===== src/rtl/ps2_host_tx.sv =====
// ps2_host_tx -- host-to-device PS/2 transmitter (sends one command byte).
//
// Ports:
//   CLOCK_50    in   system clock (50 MHz)
//   reset_n     in   asynchronous active-low reset
//   tx_valid    in   request to send tx_data
//   tx_data     in   [7:0] command byte, sampled only at accept
//   tx_ready    out  high only when idle; accept = tx_valid & tx_ready
//   tx_busy     out  ~tx_ready
//   tx_done     out  1-cycle pulse: byte acked and bus back to idle
//   tx_error    out  1-cycle pulse: transfer aborted
//   err_code    out  [1:0] 01 start timeout, 10 bit timeout, 11 no ack
//   ps2_clk_in  in   raw PS2_CLK pin
//   ps2_dat_in  in   raw PS2_DAT pin
//   ps2_clk_oe  out  1 = drive PS2_CLK low
//   ps2_dat_oe  out  1 = drive PS2_DAT low
//
// Optional feature macro: PS2_TX_RETRY_EN -- a bit-timeout or missing-ack
// failure on the first attempt resends the latched frame once.
module ps2_host_tx #(
  parameter int unsigned INHIBIT_CYCLES = 6000,
  parameter int unsigned SETUP_CYCLES   = 50,
  parameter int unsigned START_TIMEOUT  = 750000,
  parameter int unsigned BIT_TIMEOUT    = 100000
) (
  input  logic       CLOCK_50,
  input  logic       reset_n,
  input  logic       tx_valid,
  input  logic [7:0] tx_data,
  output logic       tx_ready,
  output logic       tx_busy,
  output logic       tx_done,
  output logic       tx_error,
  output logic [1:0] err_code,
  input  logic       ps2_clk_in,
  input  logic       ps2_dat_in,
  output logic       ps2_clk_oe,
  output logic       ps2_dat_oe
);

  localparam int unsigned MAX_A = (INHIBIT_CYCLES > SETUP_CYCLES) ? INHIBIT_CYCLES : SETUP_CYCLES;
  localparam int unsigned MAX_B = (START_TIMEOUT > BIT_TIMEOUT) ? START_TIMEOUT : BIT_TIMEOUT;
  localparam int unsigned MAX_C = (MAX_A > MAX_B) ? MAX_A : MAX_B;
  localparam int unsigned CW    = $clog2(MAX_C + 1);

  localparam logic [CW-1:0] INH_LAST  = CW'(INHIBIT_CYCLES - 1);
  localparam logic [CW-1:0] SET_LAST  = CW'(SETUP_CYCLES - 1);
  localparam logic [CW-1:0] START_LIM = CW'(START_TIMEOUT);
  localparam logic [CW-1:0] BIT_LIM   = CW'(BIT_TIMEOUT);

  typedef enum logic [2:0] {
    S_IDLE, S_INHIBIT, S_REQ, S_SEND, S_ACK, S_WAIT_IDLE, S_ERR
  } state_e;

  state_e        state_q, state_d;
  logic [CW-1:0] cnt_q, cnt_d;
  logic [3:0]    idx_q, idx_d;
  logic [10:0]   frame_q, frame_d;
  logic [1:0]    err_q, err_d;
  logic          ack_q, ack_d;
  logic          done_q, done_d;
  logic          clk_oe_q, clk_oe_d;
  logic          dat_oe_q, dat_oe_d;
  logic          clk_meta_q, clk_sync_q, clk_prev_q;
  logic          dat_meta_q, dat_sync_q;
  logic          fall;
  logic          fail;
  logic [1:0]    fail_code;
`ifdef PS2_TX_RETRY_EN
  logic          retry_q, retry_d;
`endif

  // Pin synchronizers; idle bus reads high.
  always_ff @(posedge CLOCK_50 or negedge reset_n) begin
    if (!reset_n) begin
      clk_meta_q <= 1'b1;
      clk_sync_q <= 1'b1;
      clk_prev_q <= 1'b1;
      dat_meta_q <= 1'b1;
      dat_sync_q <= 1'b1;
    end else begin
      clk_meta_q <= ps2_clk_in;
      clk_sync_q <= clk_meta_q;
      clk_prev_q <= clk_sync_q;
      dat_meta_q <= ps2_dat_in;
      dat_sync_q <= dat_meta_q;
    end
  end

  assign fall = clk_prev_q & ~clk_sync_q;

  always_ff @(posedge CLOCK_50 or negedge reset_n) begin
    if (!reset_n) begin
      state_q  <= S_IDLE;
      cnt_q    <= '0;
      idx_q    <= '0;
      frame_q  <= '1;
      err_q    <= '0;
      ack_q    <= 1'b1;
      done_q   <= 1'b0;
      clk_oe_q <= 1'b0;
      dat_oe_q <= 1'b0;
`ifdef PS2_TX_RETRY_EN
      retry_q  <= 1'b0;
`endif
    end else begin
      state_q  <= state_d;
      cnt_q    <= cnt_d;
      idx_q    <= idx_d;
      frame_q  <= frame_d;
      err_q    <= err_d;
      ack_q    <= ack_d;
      done_q   <= done_d;
      clk_oe_q <= clk_oe_d;
      dat_oe_q <= dat_oe_d;
`ifdef PS2_TX_RETRY_EN
      retry_q  <= retry_d;
`endif
    end
  end

  always_comb begin
    state_d   = state_q;
    cnt_d     = cnt_q;
    idx_d     = idx_q;
    frame_d   = frame_q;
    err_d     = err_q;
    ack_d     = ack_q;
    done_d    = 1'b0;
    fail      = 1'b0;
    fail_code = 2'b00;
`ifdef PS2_TX_RETRY_EN
    retry_d   = retry_q;
`endif

    case (state_q)
      S_IDLE: begin
        if (tx_valid) begin
          frame_d = {1'b1, ~^tx_data, tx_data, 1'b0};
          err_d   = '0;
          cnt_d   = '0;
          state_d = S_INHIBIT;
`ifdef PS2_TX_RETRY_EN
          retry_d = 1'b0;
`endif
        end
      end
      S_INHIBIT: begin
        if (cnt_q == INH_LAST) begin
          cnt_d   = '0;
          state_d = S_REQ;
        end else begin
          cnt_d = cnt_q + 1'b1;
        end
      end
      S_REQ: begin
        idx_d = '0;
        if (cnt_q == SET_LAST) begin
          cnt_d   = '0;
          state_d = S_SEND;
        end else begin
          cnt_d = cnt_q + 1'b1;
        end
      end
      S_SEND: begin
        if (fall) begin
          cnt_d = '0;
          if (idx_q == 4'd10) begin
            ack_d   = dat_sync_q;
            state_d = S_ACK;
          end else begin
            idx_d = idx_q + 1'b1;
          end
        end else if (idx_q == 4'd0) begin
          // idx still 0 means the device has not clocked since release.
          if (cnt_q >= START_LIM) begin
            fail      = 1'b1;
            fail_code = 2'b01;
          end else begin
            cnt_d = cnt_q + 1'b1;
          end
        end else if (cnt_q >= BIT_LIM) begin
          fail      = 1'b1;
          fail_code = 2'b10;
        end else begin
          cnt_d = cnt_q + 1'b1;
        end
      end
      S_ACK: begin
        if (!ack_q) begin
          state_d = S_WAIT_IDLE;
        end else begin
          fail      = 1'b1;
          fail_code = 2'b11;
        end
      end
      S_WAIT_IDLE: begin
        if (clk_sync_q && dat_sync_q) begin
          state_d = S_IDLE;
          done_d  = 1'b1;
        end else if (fall) begin
          cnt_d = '0;
        end else if (cnt_q >= BIT_LIM) begin
          fail      = 1'b1;
          fail_code = 2'b10;
        end else begin
          cnt_d = cnt_q + 1'b1;
        end
      end
      S_ERR: begin
        state_d = S_IDLE;
      end
      default: begin
        state_d = S_IDLE;
      end
    endcase

    if (fail) begin
`ifdef PS2_TX_RETRY_EN
      // Start timeouts are final; other failures get one silent resend.
      if (fail_code != 2'b01 && !retry_q) begin
        state_d = S_INHIBIT;
        cnt_d   = '0;
        retry_d = 1'b1;
      end else begin
        state_d = S_ERR;
        err_d   = fail_code;
      end
`else
      state_d = S_ERR;
      err_d   = fail_code;
`endif
    end

    // Pin drives are registered from next state so they are glitch-free and
    // the newly indexed bit appears the cycle after the edge is seen.
    clk_oe_d = (state_d == S_INHIBIT) || (state_d == S_REQ);
    dat_oe_d = (state_d == S_REQ) || ((state_d == S_SEND) && !frame_d[idx_d]);
  end

  assign tx_ready   = (state_q == S_IDLE);
  assign tx_busy    = ~tx_ready;
  assign tx_done    = done_q;
  assign tx_error   = (state_q == S_ERR);
  assign err_code   = err_q;
  assign ps2_clk_oe = clk_oe_q;
  assign ps2_dat_oe = dat_oe_q;

endmodule


===== config.mk =====
export PLATFORM = sky130hd
export DESIGN_NAME = ps2_host_tx
export DESIGN_NICKNAME = d
export VERILOG_FILES = /design/src/rtl/ps2_host_tx.sv
export SDC_FILE = /design/constraint.sdc
export NUM_CORES = 1
export LEC_CHECK = 0
export ABC_AREA = 1
export CORE_AREA = 10 10 92 94
export DETAILED_ROUTE_END_ITERATION = 8
export DIE_AREA = 0 0 102 104
export PLACE_DENSITY = 0.73
export SLEW_MARGIN = 20
export SYNTH_ARGS = -nofsm -noshare
export SYNTH_HDL_FRONTEND = slang
export SYNTH_SLANG_ARGS = --single-unit

===== constraint.sdc =====
create_clock -name CLOCK_50 -period 1.99 [get_ports CLOCK_50]
set_input_delay 0.2985 -clock CLOCK_50 [delete_from_list [all_inputs] [get_ports CLOCK_50]]
set_output_delay 0.2985 -clock CLOCK_50 [all_outputs]
set_load 0.01 [all_outputs]

==> qor.yml <==
status: "finished, final reports clean"
cp.depth: 8
die_x_um: 102
peakVddDrop_mv: 0.407
crit_family: "simple AND/OR/NAND/NOR gates"
grt_usage: 0.177
fin_cells: 626
dieHeight_um: 104
grt_overflow_total: 0
crit_buf_inv: 0
cts_tree: "yes"
rows: 30
antenna_found_initial: 0
insertion_delay_ns: 0.31
io_buffers: 20
wire_per_inst_um: 14.8
place.gp.congestion: 0.930
drtIter0Drc: 159
boundaryPins: 21
max_freq_mhz: 512
ys_seq_area_frac: 0.348
nNetsFinal: 564
pwr-share-comb: 0.238
drv_slew: 0
critPathKind: "flip-flop to flip-flop"
path_cells: "ha_2 > nand3_2 > nor2_2 > nand3b_1 > nor3_2 > nand3_1 > xor2_1 > o21ai_1"
initial_core_util: 0.537
cts_root_buffer: "clkbuf_8"
syn_avg_cell_area_um2: 7.05
rsz0062_at_grt: "true"
min_path_type: "flip-flop to flip-flop"
async_flop_share: 1.00
antenna_left: 0
h-tree-depth: 2
cts_made_buffers: 5
reg2reg_depth: 8
synthFlopType: "dfrtp_1"
synth_warnings: 0
hold_path_depth: 0
final_layout_size_suffix_gt1_frac: 0.192
syn_nets: 528
post_drt_via_cell_ratio: 5.39
core_um2: 6680
clock-sinks: 49
synth_edf_count: 0
grt_pass1_wl_mm: 15.5
dp.final_hpwl_mm: 7.02
critPathArrivalTime_ns: 2.19
finalSetupViolCount: 0
end_kind: "flip-flop"
clk_pin_slew_ns: 0.09
synth_top_cell_by_area: "dfrtp_1"
hold_viol: 0
p_switching_uw: 757
area_growth_syn_to_layout_pct: 15.5
slowest_delay_ns: 0.41
min_period_over_period: 0.981
start_kind: "flip-flop"
vias: 3374
slew_headroom: 0.624
place_area_um2: 3930
p_sw_frac: 0.306
wirelength_mm: 9.24
p_leak_uw: 0.00205
cp_max_fo: 3
worst_slew_pin_slew_ns: 0.565
seq_power_share: 0.496
design_area_um2: 4150
syn_area_um2: 3590
p_total_uw: 2480
drc_errors: 0
dp.cells: 613
antenna_cells: 0
grt_max_degree: 29
power.density_nw_per_um2: 597
finalClockSkew_ns: 0.00881
ys_seq_elements: 49
finalCriticalPeriod_ns: 1.95
die_area_um2: 10600
synth.area.top_cells: "dfrtp_1, nand2_1, dfstp_2"
ys_types: 37
cp_data_required_time_ns: 2.23
crit_slowest_cell: "dfrtp_1"
cts.path.max_buffers: 2
p_int_uw: 1720
grt_pass1_vias: 3336
cap_violations: 0
syn-instance-count: 509
synth_top_area_frac: 0.223
power_frac_clock: 0.267
first_pass_iters: 6
==> worst reg2reg max path: stages, from the launching register on <==
cell	delay (ns)
dfrtp_1	0.41
ha_2	0.22
nand3_2	0.10
nor2_2	0.15
nand3b_1	0.24
nor3_2	0.33
nand3_1	0.15
xor2_1	0.16
o21ai_1	0.13
==> power groups by stage <==
stage	logic (µW)	registers [µW]	clock network (µW)
6_report	588	1230	661
5_1_grt	672	1230	711
4_1_cts	561	1230	670
3_5_place_dp	560	1240	0
3_3_place_gp	540	1230	0
2_1_floorplan	376	1220	0
==> per-layer routing <==
metal  up-vias  track usage  routed length (µm)
li1       1675            -                   -
met1      1579        0.217                3870
met2       100        0.304                4700
met3        20       0.0299                 494
met4         0       0.0524                 177
met5         -            0                   0
==> cells in the final DEF, fill, tap and decap left out, types with 6 or more instances in the layout <==
cell	n
clkbuf_8	7
clkdlybuf4s50_1	17
nand2_1	141
buf_4	14
nor2_1	41
nand3_1	51
inv_1	70
nand3b_1	8
nand2_4	6
inv_2	9
dfstp_2	17
o21ai_0	15
nor2_4	7
xor2_1	14
nand4_1	17
nand2_2	11
o21ai_1	14
dfrtp_1	29
==> cells by family after synthesis <==
kind of cell,share of synthesized area
XOR/XNOR,0.0488
AND/OR/NAND/NOR,0.401
buffers and inverters,0.113
flip-flops,0.348
AO/OA/AOI/OAI,0.0687
adder cells (fa/ha/maj),0.0209
==> state kept, by name, summed over array words and instances, names as in the netlist <==
name	flops
ack_q	1
ps2_clk_oe	1
cnt_q	20
ps2_dat_oe	1
clk_prev_q	1
err_code	2
clk_meta_q	1
dat_sync_q	1
clk_sync_q	1
tx_done	1
state_q	3
dat_meta_q	1
idx_q	4
frame_q	11
==> cells in the mapped netlist, drive strengths merged (8+ instances only) <==
master,instances
nand2,158
inv,81
nand3,56
nor2,51
dfrtp,32
o21ai,31
dfstp,17
nand4,17
xor2,15
buf,10
nand3b,8
nor3,8
==> cell type report <==
class | count | area (µm²)
Inverter | 81 | 310
Sequential cell | 49 | 1250
Multi-Input combinational cell | 369 | 2010
Timing Repair inverter | 1 | 7.51
Fill cell | 624 | 2540
Timing Repair Buffer | 38 | 368
Clock buffer | 7 | 96.3
Tap cell | 80 | 100
Clock inverter | 1 | 5.00
==> final timing paths <==
kind                                  from    endpoint  slack (ns)
worst max-delay path              cnt_q[1]   cnt_q[16]        0.04
worst min-delay path            dat_meta_q  dat_sync_q        0.36
worst max register to register    cnt_q[1]   cnt_q[16]        0.04
worst min register to register  dat_meta_q  dat_sync_q        0.36
max in group asynchronous          reset_n  frame_q[5]        0.87
min in group asynchronous          reset_n   cnt_q[14]        0.50
==> through the flow <==
stage          setup TNS [ns]  utilization  hold WS, ns  worst slack (ns)
2_1_floorplan               0            -      0.00291             0.377
3_3_place_gp                0        0.588        0.315            0.0277
3_5_place_dp          -0.0186        0.588        0.325           -0.0186
4_1_cts                     0        0.605        0.360            0.0252
5_1_grt               -0.0285        0.620        0.365           -0.0112
6_report                    0        0.620        0.359            0.0386
==> repair_timing <==
item                                    4_1_cts  5_1_grt
hold endpoints to repair                     11        0
hold buffers                                  1        0
buffers inserted                              0        3
pin swaps                                     0        4
gates resized for setup                       5       22
cloned                                        0        1
endpoints found under the setup margin        2       15
(Power assumes the default switching activity.)
